--- src/rtl/regfile_pkg.sv ---
// Shared constants and state encoding for the register file and its
// context save/restore engine.
package regfile_pkg;

    localparam int REG_COUNT    = 32;
    localparam int DATA_WIDTH   = 64;
    localparam int ADDR_WIDTH   = 5;
    localparam int ZERO_REG_IDX = 31;

    typedef enum logic [2:0] {
        IDLE,
        SAVE_RD,
        SAVE_OUT0,
        SAVE_OUT1,
        RESTORE,
        DONE
    } ctx_state_t;

endpackage

--- src/rtl/regfile_ctx_engine.sv ---
// Exception context save/restore sequencer sitting on the register file ports.
// Save reads register pairs through ra1/ra2 and streams them out one value per
// handshake; restore accepts a stream in index order and rewrites the file
// through the write port, skipping the hardwired-zero register.
// Every output is a flop: the combinational block works out the next state and
// then derives next-cycle output values from that next state.
module regfile_ctx_engine
    import regfile_pkg::*;
#(
    parameter int N_REGS   = REG_COUNT,
    parameter int DATA_W   = DATA_WIDTH,
    parameter int ADDR_W   = ADDR_WIDTH,
    parameter int ZERO_REG = ZERO_REG_IDX
) (
    input  logic              clk,
    input  logic              reset_n,
    input  logic              save_req,
    input  logic              restore_req,
    output logic              busy,
    output logic              done,
    output logic [ADDR_W-1:0] ra1,
    output logic [ADDR_W-1:0] ra2,
    input  logic [DATA_W-1:0] rd1,
    input  logic [DATA_W-1:0] rd2,
    output logic [ADDR_W-1:0] wa3,
    output logic [DATA_W-1:0] wd3,
    output logic              we3,
    output logic              out_valid,
    input  logic              out_ready,
    output logic [DATA_W-1:0] out_data,
    output logic [ADDR_W-1:0] out_idx,
    input  logic              in_valid,
    output logic              in_ready,
    input  logic [DATA_W-1:0] in_data
);

    // One extra bit so the restore counter can step past the last index
    // without wrapping back to zero.
    localparam int IDX_W = ADDR_W + 1;

    ctx_state_t        state_reg, state_next;
    logic [IDX_W-1:0]  idx_reg, idx_next;
    logic [DATA_W-1:0] buf0_reg, buf0_next;
    logic [DATA_W-1:0] buf1_reg, buf1_next;

    logic              busy_next;
    logic              done_next;
    logic [ADDR_W-1:0] ra1_next;
    logic [ADDR_W-1:0] ra2_next;
    logic [ADDR_W-1:0] wa3_next;
    logic [DATA_W-1:0] wd3_next;
    logic              we3_next;
    logic              out_valid_next;
    logic [DATA_W-1:0] out_data_next;
    logic [ADDR_W-1:0] out_idx_next;
    logic              in_ready_next;

    logic              out_fire;
    logic              in_fire;
    logic [ADDR_W-1:0] pair_lo;
    logic [ADDR_W-1:0] pair_hi;

    assign out_fire = out_valid && out_ready;
    assign in_fire  = in_valid && in_ready;

    // Next-state, datapath and next-output computation.
    always_comb begin
        state_next     = state_reg;
        idx_next       = idx_reg;
        buf0_next      = buf0_reg;
        buf1_next      = buf1_reg;
        we3_next       = 1'b0;
        wa3_next       = '0;
        wd3_next       = '0;

        case (state_reg)
            IDLE: begin
                idx_next = '0;
                // Save has priority when both requests arrive together.
                if (save_req) begin
                    state_next = SAVE_RD;
                end else if (restore_req) begin
                    state_next = RESTORE;
                end
            end
            SAVE_RD: begin
                // ra1/ra2 already point at the pair; the file reads combinationally.
                buf0_next  = rd1;
                buf1_next  = rd2;
                state_next = SAVE_OUT0;
            end
            SAVE_OUT0: begin
                if (out_fire) begin
                    state_next = SAVE_OUT1;
                end
            end
            SAVE_OUT1: begin
                if (out_fire) begin
                    if (idx_reg == IDX_W'(N_REGS - 2)) begin
                        state_next = DONE;
                    end else begin
                        idx_next   = idx_reg + IDX_W'(2);
                        state_next = SAVE_RD;
                    end
                end
            end
            RESTORE: begin
                if (in_fire) begin
                    // The zero register's beat is consumed but never written.
                    we3_next = (idx_reg != IDX_W'(ZERO_REG));
                    wa3_next = idx_reg[ADDR_W-1:0];
                    wd3_next = in_data;
                    idx_next = idx_reg + IDX_W'(1);
                    if (idx_reg == IDX_W'(N_REGS - 1)) begin
                        state_next = DONE;
                    end
                end
            end
            DONE: begin
                idx_next   = '0;
                state_next = IDLE;
            end
            default: begin
                idx_next   = '0;
                state_next = IDLE;
            end
        endcase

        // Outputs for the coming cycle follow from the state being entered.
        pair_lo        = idx_next[ADDR_W-1:0];
        pair_hi        = idx_next[ADDR_W-1:0] + ADDR_W'(1);

        busy_next      = (state_next != IDLE);
        done_next      = (state_next == DONE);
        in_ready_next  = (state_next == RESTORE);
        ra1_next       = '0;
        ra2_next       = '0;
        out_valid_next = 1'b0;
        out_data_next  = '0;
        out_idx_next   = '0;

        case (state_next)
            SAVE_RD: begin
                ra1_next = pair_lo;
                ra2_next = pair_hi;
            end
            SAVE_OUT0: begin
                out_valid_next = 1'b1;
                out_data_next  = buf0_next;
                out_idx_next   = pair_lo;
            end
            SAVE_OUT1: begin
                out_valid_next = 1'b1;
                out_data_next  = buf1_next;
                out_idx_next   = pair_hi;
            end
            default: begin
                out_valid_next = 1'b0;
            end
        endcase
    end

    // State, datapath and registered outputs; reset aborts any operation at once.
    always_ff @(posedge clk or negedge reset_n) begin
        if (!reset_n) begin
            state_reg <= IDLE;
            idx_reg   <= '0;
            buf0_reg  <= '0;
            buf1_reg  <= '0;
            busy      <= 1'b0;
            done      <= 1'b0;
            ra1       <= '0;
            ra2       <= '0;
            wa3       <= '0;
            wd3       <= '0;
            we3       <= 1'b0;
            out_valid <= 1'b0;
            out_data  <= '0;
            out_idx   <= '0;
            in_ready  <= 1'b0;
        end else begin
            state_reg <= state_next;
            idx_reg   <= idx_next;
            buf0_reg  <= buf0_next;
            buf1_reg  <= buf1_next;
            busy      <= busy_next;
            done      <= done_next;
            ra1       <= ra1_next;
            ra2       <= ra2_next;
            wa3       <= wa3_next;
            wd3       <= wd3_next;
            we3       <= we3_next;
            out_valid <= out_valid_next;
            out_data  <= out_data_next;
            out_idx   <= out_idx_next;
            in_ready  <= in_ready_next;
        end
    end

endmodule

--- config.mk ---
export PLATFORM = sky130hd
export DESIGN_NAME = regfile_ctx_engine
export DESIGN_NICKNAME = d
export VERILOG_FILES = /design/src/rtl/regfile_pkg.sv /design/src/rtl/regfile_ctx_engine.sv
export SDC_FILE = /design/constraint.sdc
export NUM_CORES = 1
export LEC_CHECK = 0
export ABC_AREA = 1
export ABC_CLOCK_PERIOD_IN_PS = 2180
export BUFFER_PORTS_ARGS = -buffer_cell sky130_fd_sc_hd__buf_2
export CORE_MARGIN = 5
export CORE_UTILIZATION = 46
export DETAILED_ROUTE_END_ITERATION = 16
export GPL_ROUTABILITY_DRIVEN = 0
export PLACE_DENSITY = 0.72
export SLEW_MARGIN = 20
export SYNTH_ARGS = -nofsm -noshare
export SYNTH_HDL_FRONTEND = slang
export SYNTH_SLANG_ARGS = --single-unit
export TNS_END_PERCENT = 100
--- constraint.sdc ---
create_clock -name clk -period 2.18 [get_ports clk]
set_input_delay 0.436 -clock clk [delete_from_list [all_inputs] [get_ports clk]]
set_output_delay 0.436 -clock clk [all_outputs]
set_load 0.005 [all_outputs]
-- Word-level counts from Yosys, hierarchy flattened
Cells that the tools add are included.
- output and inout port bits: 153
- flip-flop bits (word level): 290
- equal/unequal tests: 15
- $add $sub $neg: 3
- mux-type cells: 25
- bitwise operators: 1
- reduce and logical (&&, ||, !) cells: 7
- operator list (cell ; count):
    2-to-1 mux 64 bit ; 4
    one-hot mux 64 bit (2 select lines) ; 1
    2-to-1 mux 3 bit ; 7
    2-to-1 mux 5 bit ; 4
    2-to-1 mux 6 bit ; 3
    one-hot mux 6 bit (3 select lines) ; 1
    one-hot mux 3 bit (5 select lines) ; 1
    == test 3 x 2 -> 1 bit (second input constant) ; 4
    == test 6 x 5 -> 1 bit (second input constant) ; 2
    one-hot mux 5 bit (2 select lines) ; 1
    == test 3 bit (second input constant) ; 3
    adder 6 x 1 -> 6 bit (second input constant) ; 1
    adder 6 x 2 -> 6 bit (second input constant) ; 1
    == test 3 x 1 -> 1 bit (second input constant) ; 2
    != test 2 bit (second input constant) ; 3
    != test 6 x 5 -> 1 bit (second input constant) ; 1
    adder 5 x 1 -> 5 bit (second input constant) ; 1
    AND reduction 4 bit ; 1
    OR reduction 2 bit ; 2
    logical NOT 3 bit ; 1
    2-to-1 mux 1 bit ; 3
    nonzero test 3 bit ; 1
    logical AND 1 bit ; 2
    inverter 1 bit ; 1

-- Depth between registers and ports, before layout
Gate-level depths: netlist of run 1.
- depth in word-level cells: 7
- depth in mapped cells: 14

-- Worst setup path after synthesis of run 1
No wires, ideal clock.
- kind: input-to-reg
- start point: in in_valid
- end point: reg out_idx[2]
- cell stages on the path: 11
- setup time: 0.128 ns
- slack: -0.128 ns
- arrival time: 2.180 ns
- cell sequence: nand2_1 -> inv_1 -> clkbuf_1 -> clkbuf_1 -> ha_1 -> inv_1 -> o22ai_2 -> ha_1 -> inv_1 -> xor2_1 -> o22ai_1
- longest elaborated chain between the ends: 5
- elaborated cells between the ends (all ways): 9
- those cells by class: 1 x add/sub; 2 x eq/ne; 5 x mux; 1 x reduce/logical
- ends and longest elaborated chain (item ; line ; text):
    start, declared ; regfile_ctx_engine.sv:32 ; input logic in_valid,
    logical AND 1 bit ; regfile_ctx_engine.sv:64 ; assign in_fire = in_valid && in_ready;
    2-to-1 mux 6 bit ; regfile_ctx_engine.sv:108 ; if (in_fire) begin
    one-hot mux 6 bit (3 select lines) ; regfile_ctx_engine.sv:76 ; case (state_reg)
    net idx_next[0] ; regfile_ctx_engine.sv:42 ; logic [IDX_W-1:0] idx_reg, idx_next;
    adder 5 x 1 -> 5 bit ; regfile_ctx_engine.sv:131 ; pair_hi = idx_next[ADDR_W-1:0] + ADDR_W'(1);
    one-hot mux 5 bit (2 select lines) ; regfile_ctx_engine.sv:142 ; case (state_next)
    net out_idx_next[2] ; regfile_ctx_engine.sv:55 ; logic [ADDR_W-1:0] out_idx_next;
    end signal, assigned ; regfile_ctx_engine.sv:195 ; out_idx <= out_idx_next;
    end, declared ; regfile_ctx_engine.sv:31 ; output logic [ADDR_W-1:0] out_idx,
The timed path passes the listed nets, and every way through them passes these cells. The select of a mux whose other input is x is not followed.
A chain may end at the register's enable or synchronous reset.

-- Final worst setup path of run 1
- start point: reg state_reg[2]
- end point: reg out_data[25]
- elaborated cells between the ends (all ways): 17
- those cells by class: 6 x eq/ne; 10 x mux; 1 x reduce/logical
- RTL lines (item ; line ; text):
    start, declared ; regfile_ctx_engine.sv:41 ; ctx_state_t state_reg, state_next;
    start signal, assigned ; regfile_ctx_engine.sv:182 ; state_reg <= state_next;
    == test 3 x 1 -> 1 bit ; regfile_ctx_engine.sv:76 ;
    2-to-1 mux 64 bit ; regfile_ctx_engine.sv:76 ;
    net buf1_next[25] ; regfile_ctx_engine.sv:44 ; logic [DATA_W-1:0] buf1_reg, buf1_next;
    one-hot mux 64 bit (2 select lines) ; regfile_ctx_engine.sv:142 ;
    net out_data_next[25] ; regfile_ctx_engine.sv:54 ; logic [DATA_W-1:0] out_data_next;
    end signal, assigned ; regfile_ctx_engine.sv:194 ; out_data <= out_data_next;
    end, declared ; regfile_ctx_engine.sv:30 ; output logic [DATA_W-1:0] out_data,
The timed path passes the listed nets, and every way through them passes these cells.

==> parameters.txt, run 1 <==
Parameter                              Value

Drt
  Total Wirelength    26300 um
  Vias per std cell    4.89
  Length of the first detailed-routing pass in iterations    5
  Post-route DRC    0
  Initial DRC Count    between 400 and 500
  Per-cell routed wire length    17.2 um
  Total via count in the routed design    7471
  Antenna viol nets, final    0

Clocking
  TritonCTS clock tree    yes
  Number of buffers added by the clock tree synthesis step    28
  Post CTS Setup Buffer Count    0
  Clock tree sinks    290
  Clock latency of the later-clocked register in the worst-skew pair    530 ps
  Clock root buffer    clkbuf_16
  Number of buffers on the longest clock path    3
  Deepest level of the CTS H-tree    1
  Clock slew seen by the registers of the worst setup and hold paths    60 ps

Logic synthesis
  Warnings, synthesis    0
  Mapped Cells    between 800 and 900
  Sequential share of the synthesized area    66.3%
  Largest area contributor in the synthesized netlist    dfrtp_1
  Register bit total from synthesis    290
  Post-synth top cells    290 x dfrtp_1, 100 x nand2_1, 95 x nor2_1, 71 x mux2_1, 64 x a22o_1
  Post-synthesis async set-or-reset flop share    100%
  Number of synthesized flops with an enable pin    0
  Average size of a mapped cell    13.4 um2
  Mapped Nets    1022
  Most area-consuming cells after synthesis    dfrtp_1 66%, mux2_1 7.3%, mux2_2 5.8%
  Main synth FF type    dfrtp_1
  Library cell with the highest instance count after synthesis    dfrtp_1
  Synth top area share    about two thirds
  Number of distinct library cell variants in the gate-level netlist after synthesis    33
  Synth Cell Area    about 11000 um2

STA
  Final Hold Slack    121 ps
  Final count of pins violating max slew    0
  Final-report hold violation count    0
  Worst Skew    11.0 ps
  Setup Total Neg Slack    0 ps
  Final worst path period need    2040 ps
  Final period utilization    just over 90%
  Fmax achieved    0.491 GHz
  Setup repair after global routing missed its margin    no
  Number of endpoints failing setup at the final stage    0
  Headroom to the max-slew limit    between 50% and 60%
  Transition at the pin with the smallest max-transition slack    622 ps

Run
  Number of max-cap violations    0

Floorplanning
  Area of the die    between 20000 and 30000 um2
  Floorplan row count    56
  Die extent in x    approximately 160 um
  Starting density of the core    46.6%
  CORE AREA    between 20000 and 25000 um2
  Die outline height    roughly 160 um
  Count of boundary I/O pins    351

Pwr
  Leakage power    a little over 7 nW
  Pwr Density    1370 nW/um2
  Maximum vdd drop    0.669 mV

Layout
  Synthesis-to-finish area growth    29.5%
  Fraction of final layout cells with drive strength greater than 1    41.9%
  NumNets Final    1394
  Area of all sequential standard cells    7260 um2
  Area of the multi-input gates    3300 um2
  Final-layout fill cell count    1832

Place
  PortBufs    between 300 and 400
  DP Wirelength    19100 um

Global route
  Global route overflow    0
  Pin count of the biggest net entering global routing    67
  Global routing usage summed across all routing layers    19.2%
  Number of global-route vias before repair    approximately 7900
  Initial antenna violation count    1
  Wire length of the first global-routing pass    41500 um

Critical path
  Data arrival, critical path    around 2400 ps
  Required time worst endpoint    roughly 2600 ps
  Critical path peak fanout    23
  Critical Path Sink Type    flip-flop
  Critical path class    flip-flop to flip-flop
  Startpoint type of the worst setup path    flip-flop

Run status
  Result of the run    finished clean

Min path
  Min-Delay Path Class    input pin to flip-flop
-- through the flow --
step | setup WS [ps] | utilization [%] | power [mW] | instances | cell area [um2]
final | 144 | 60.3 | 19.3 | 1529 | 14200
after global routing | 29.2 | 60.3 | 20.6 | 1529 | 14200
after CTS | 137 | 60.3 | 19.6 | 1528 | 14200
after detailed placement | 156 | 56.1 | 14.4 | 1479 | 13200
after global placement | 233 | 56.1 | 14.2 | 1479 | 13200
after floorplan | 9.54 | - | 12.4 | 819 | 10900
-- power breakdown --
part / switching (mW) / internal (mW) / leakage (nW)
registers: 0.494 / 7.19 / 3.69
clock network: 1.91 / 3.14 / 0.477
logic: 3.45 / 3.16 / 3.03
-- cell type report --
cell class	instances	share of cell area [%]
tap	319	2.82
inverter	29	0.786
multi-input combinational	458	23.3
timing repair buffer	384	15.0
clock buffer	40	5.70
antenna	1	0.0177
clock inverter	8	1.19
sequential	290	51.2
-- kinds of logic (layout without fill, tap and decap cells) --
logic type,after synthesis,after routing,synth area share [%]
compound gates,80,80,5.98
xor+xnor,2,2,0.160
fa+ha+maj,5,5,0.572
buf+inv,71,461,3.59
flops,290,290,66.3
mux,128,128,13.2
other cells,0,1,0
simple gates,243,243,10.1
-- cells in the final DEF (no fill, tap or decap), types with 7 or more instances in the layout --
master     netlist  final
buf_2           12    349
dfrtp_1        290    290
nand2_1        100     99
nor2_1          95     95
mux2_1          71     71
a22o_1          64     64
mux2_2          56     56
clkbuf_16        0     29
buf_4            7     25
inv_1           25     24
nand3_1         24     24
buf_12           0      8
clkbuf_1        10      7
-- path summary, 6_finish.rpt --
| check | slack, ps | cells past startpoint | end | startpoint |
|---|---|---|---|---|
| max | 140 | 5 | out_data[25]$_DFF_PN0_ | state_reg[2]$_DFF_PN0_ |
| min reg2reg | 490 | 1 | buf1_reg[50]$_DFF_PN0_ | buf1_reg[50]$_DFF_PN0_ |
| max in group asynchronous | 1060 | 3 | buf0_reg[54]$_DFF_PN0_ | reset_n |
| max reg2reg | 140 | 5 | out_data[25]$_DFF_PN0_ | state_reg[2]$_DFF_PN0_ |
| min in group asynchronous | 430 | 2 | out_data[22]$_DFF_PN0_ | reset_n |
| min | 120 | 3 | wd3[7]$_DFF_PN0_ | in_data[7] |
-- critical path, stage by stage (launching register included) --
cell and delay, ps:
dfrtp_1 520, inv_2 120, nand3b_4 250, buf_4 370, mux2_1 390, a22o_1 250
-- timing repair --
item / CTS / global route
endpoints found under the hold margin: 39 / 0
gates resized for setup: 0 / 1
hold buffers: 1 / 0
endpoints found under the setup margin: 0 / 1
-- routing by layer --
layer / wire (um) / GRT usage [%]
met5: 0 / 0
met4: 643 / 5.68
met3: 2170 / 4.97
met2: 13100 / 32.7
met1: 10400 / 24.3
Power figures use the tool's default switching activity.
==> inputs of run 2 (changes only) <==
Settings changed: CTS_BUF_LIST from default to sky130_fd_sc_hd__clkbuf_16.
==> parameters.txt, run 2 (synthesized netlist as in run 1, its figures left out) <==
Parameter                              Value

Clocking
  Deepest level of the CTS H-tree    1 (unchanged)
  Number of buffers on the longest clock path    3 (unchanged)
  Clock slew seen by the registers of the worst setup and hold paths    60 ps (about the same)
  Clock tree sinks    290 (unchanged)
  Clock latency of the later-clocked register in the worst-skew pair    530 ps (about the same)
  Number of buffers added by the clock tree synthesis step    28 (unchanged)
  Clock root buffer    clkbuf_16 (unchanged)
  TritonCTS clock tree    yes (unchanged)

Drt
  Length of the first detailed-routing pass in iterations    4 (was 5)
  Post-route DRC    0 (unchanged)
  Total Wirelength    26300 um (about the same)
  Antenna viol nets, final    0 (unchanged)
  Vias per std cell    4.88 (was 4.89)
  Total via count in the routed design    7469 (was 7471)
  Per-cell routed wire length    17.2 um (about the same)
  Initial DRC Count    475 (was 438)

Layout
  NumNets Final    1394 (unchanged)
  Fraction of final layout cells with drive strength greater than 1    41.6% (was 41.9%)
  Most frequent standard cell in the layout excluding fill and tap cells    buf_2 (unchanged)
  Most frequent cells in the layout    349 x buf_2, 290 x dfrtp_1, 99 x nand2_1, 95 x nor2_1, 71 x mux2_1 (unchanged)
  Synthesis-to-finish area growth    29.1% (was 29.5%)

STA
  Final-report hold violation count    0 (unchanged)
  Fmax achieved    0.493 GHz (was 0.491 GHz)
  Final Hold Slack    117 ps (was 121 ps)
  Number of endpoints failing setup at the final stage    0 (unchanged)
  Final period utilization    93.0% (was 93.4%)
  Setup repair after global routing missed its margin    no (unchanged)
  Final worst path period need    2030 ps (was 2040 ps)
  Setup Total Neg Slack    0 ps (unchanged)
  Final count of pins violating max slew    0 (unchanged)
  Transition at the pin with the smallest max-transition slack    623 ps (was 622 ps)
  Headroom to the max-slew limit    58.5% (about the same)
  Worst Skew    11.2 ps (was 11.0 ps)

Min path
  Min-Delay Path Class    input pin to flip-flop (unchanged)
  Min-Delay Endpoint    wd3[1]$_DFF_PN0_ (was wd3[7]$_DFF_PN0_)
  Number of cells on the worst hold path    3 (unchanged)
  Hold_sp    in_data[1] (was in_data[7])

Global route
  Pin count of the biggest net entering global routing    67 (unchanged)
  Global route overflow    0 (unchanged)
  Initial antenna violation count    1 (unchanged)
  Wire length of the first global-routing pass    41500 um (about the same)
  Global routing usage summed across all routing layers    19.2% (about the same)
  Number of global-route vias before repair    7891 (was 7882)

Floorplanning
  Count of boundary I/O pins    351 (unchanged)
  Starting density of the core    46.6% (unchanged)
  Die outline height    164 um (unchanged)
  Floorplan row count    56 (unchanged)
  Area of the die    27000 um2 (unchanged)
  Die extent in x    164 um (unchanged)
  CORE AREA    23500 um2 (unchanged)

Critical path
  Data arrival, critical path    2440 ps (about the same)
  Critical Path Sink Type    flip-flop (unchanged)
  Cell depth of the worst flop-to-flop path    5 (unchanged)
  Required time worst endpoint    2590 ps (about the same)
  Critical path class    flip-flop to flip-flop (unchanged)
  Worst reg2reg endpoint    out_data[25]$_DFF_PN0_ (unchanged)
  Startpoint type of the worst setup path    flip-flop (unchanged)
  Worst setup slack for register-to-register paths    150 ps (was 140 ps)
  Startpoint of the most critical register-to-register path    state_reg[2]$_DFF_PN0_ (unchanged)
  Critical path peak fanout    23 (unchanged)

Pwr
  Pwr Density    1360 nW/um2 (was 1370 nW/um2)
  Leakage power    7.20 nW (about the same)
  Maximum vdd drop    0.665 mV (was 0.669 mV)

Run
  Number of max-cap violations    0 (unchanged)

Run status
  Result of the run    finished clean (unchanged)

Place
  PortBufs    350 (unchanged)
  DP Wirelength    19100 um (unchanged)
-- run 2: changes by cell type in the layout (fill, tap and decap cells not counted), sizes merged --
cell / change
inv: +7
clkinv: +4
clkbuf: -11
-- run 2: power by group --
group,switching [mW],internal [mW]
Combinational,3.45,3.16
Sequential,0.494,7.19
Clock,1.92,2.97
Total,5.86,13.3
-- run 2: final cells by class --
type                            instances  area, um2
Antenna cell                            1       2.50
Clock buffer                           29        726
Clock inverter                         19        210
Multi-Input combinational cell        458       3300
Timing Repair Buffer                  384       2120
Sequential cell                       290       7260
Tap cell                              319        399
Fill cell                            1842       9350
Inverter                               29        111
-- run 2: stage by stage --
step	instance area, um2	setup slack, ps	total power, mW	utilization, %	instances
global placement	13200	233	14.2	56.1	1479
detailed placement	13200	156	14.4	56.1	1479
floorplan	10900	9.54	12.4	-	819
global route	14100	31.2	20.4	60.2	1529
finish	14100	152	19.2	60.2	1529
CTS	14100	137	19.4	60.1	1528
-- run 2: worst max path at each step --
| stage | slack, ps | from | cells after the start | end |
|---|---|---|---|---|
| floorplan | 10 | in_valid | 11 | out_idx[2]$_DFF_PN0_ |
| global placement | 230 | state_reg[2]$_DFF_PN0_ | 5 | out_data[13]$_DFF_PN0_ |
| detailed placement | 160 | state_reg[2]$_DFF_PN0_ | 9 | out_idx[2]$_DFF_PN0_ |
| CTS | 140 | state_reg[2]$_DFF_PN0_ | 9 | out_idx[2]$_DFF_PN0_ |
| global route | 30 | state_reg[2]$_DFF_PN0_ | 9 | out_idx[2]$_DFF_PN0_ |
| finish | 150 | state_reg[2]$_DFF_PN0_ | 5 | out_data[25]$_DFF_PN0_ |
-- run 2: critical path: stages (launching register included) --
cell and delay [ps]:
dfrtp_1 520, inv_2 120, nand3b_4 250, buf_4 370, mux2_1 390, a22o_1 250
-- run 2: per-layer routing --
layer / wire [um] / global-route usage, %
met5: 0 / 0
met3: 2250 / 5.04
met2: 13000 / 32.7
met4: 648 / 5.57
met1: 10400 / 24.3
-- run 2: repair_timing --
item,CTS,global route
resized for setup,0,1
endpoints found under the hold margin,39,0
setup endpoints to repair,0,1
setup buffers,0,0
hold buffers,1,0
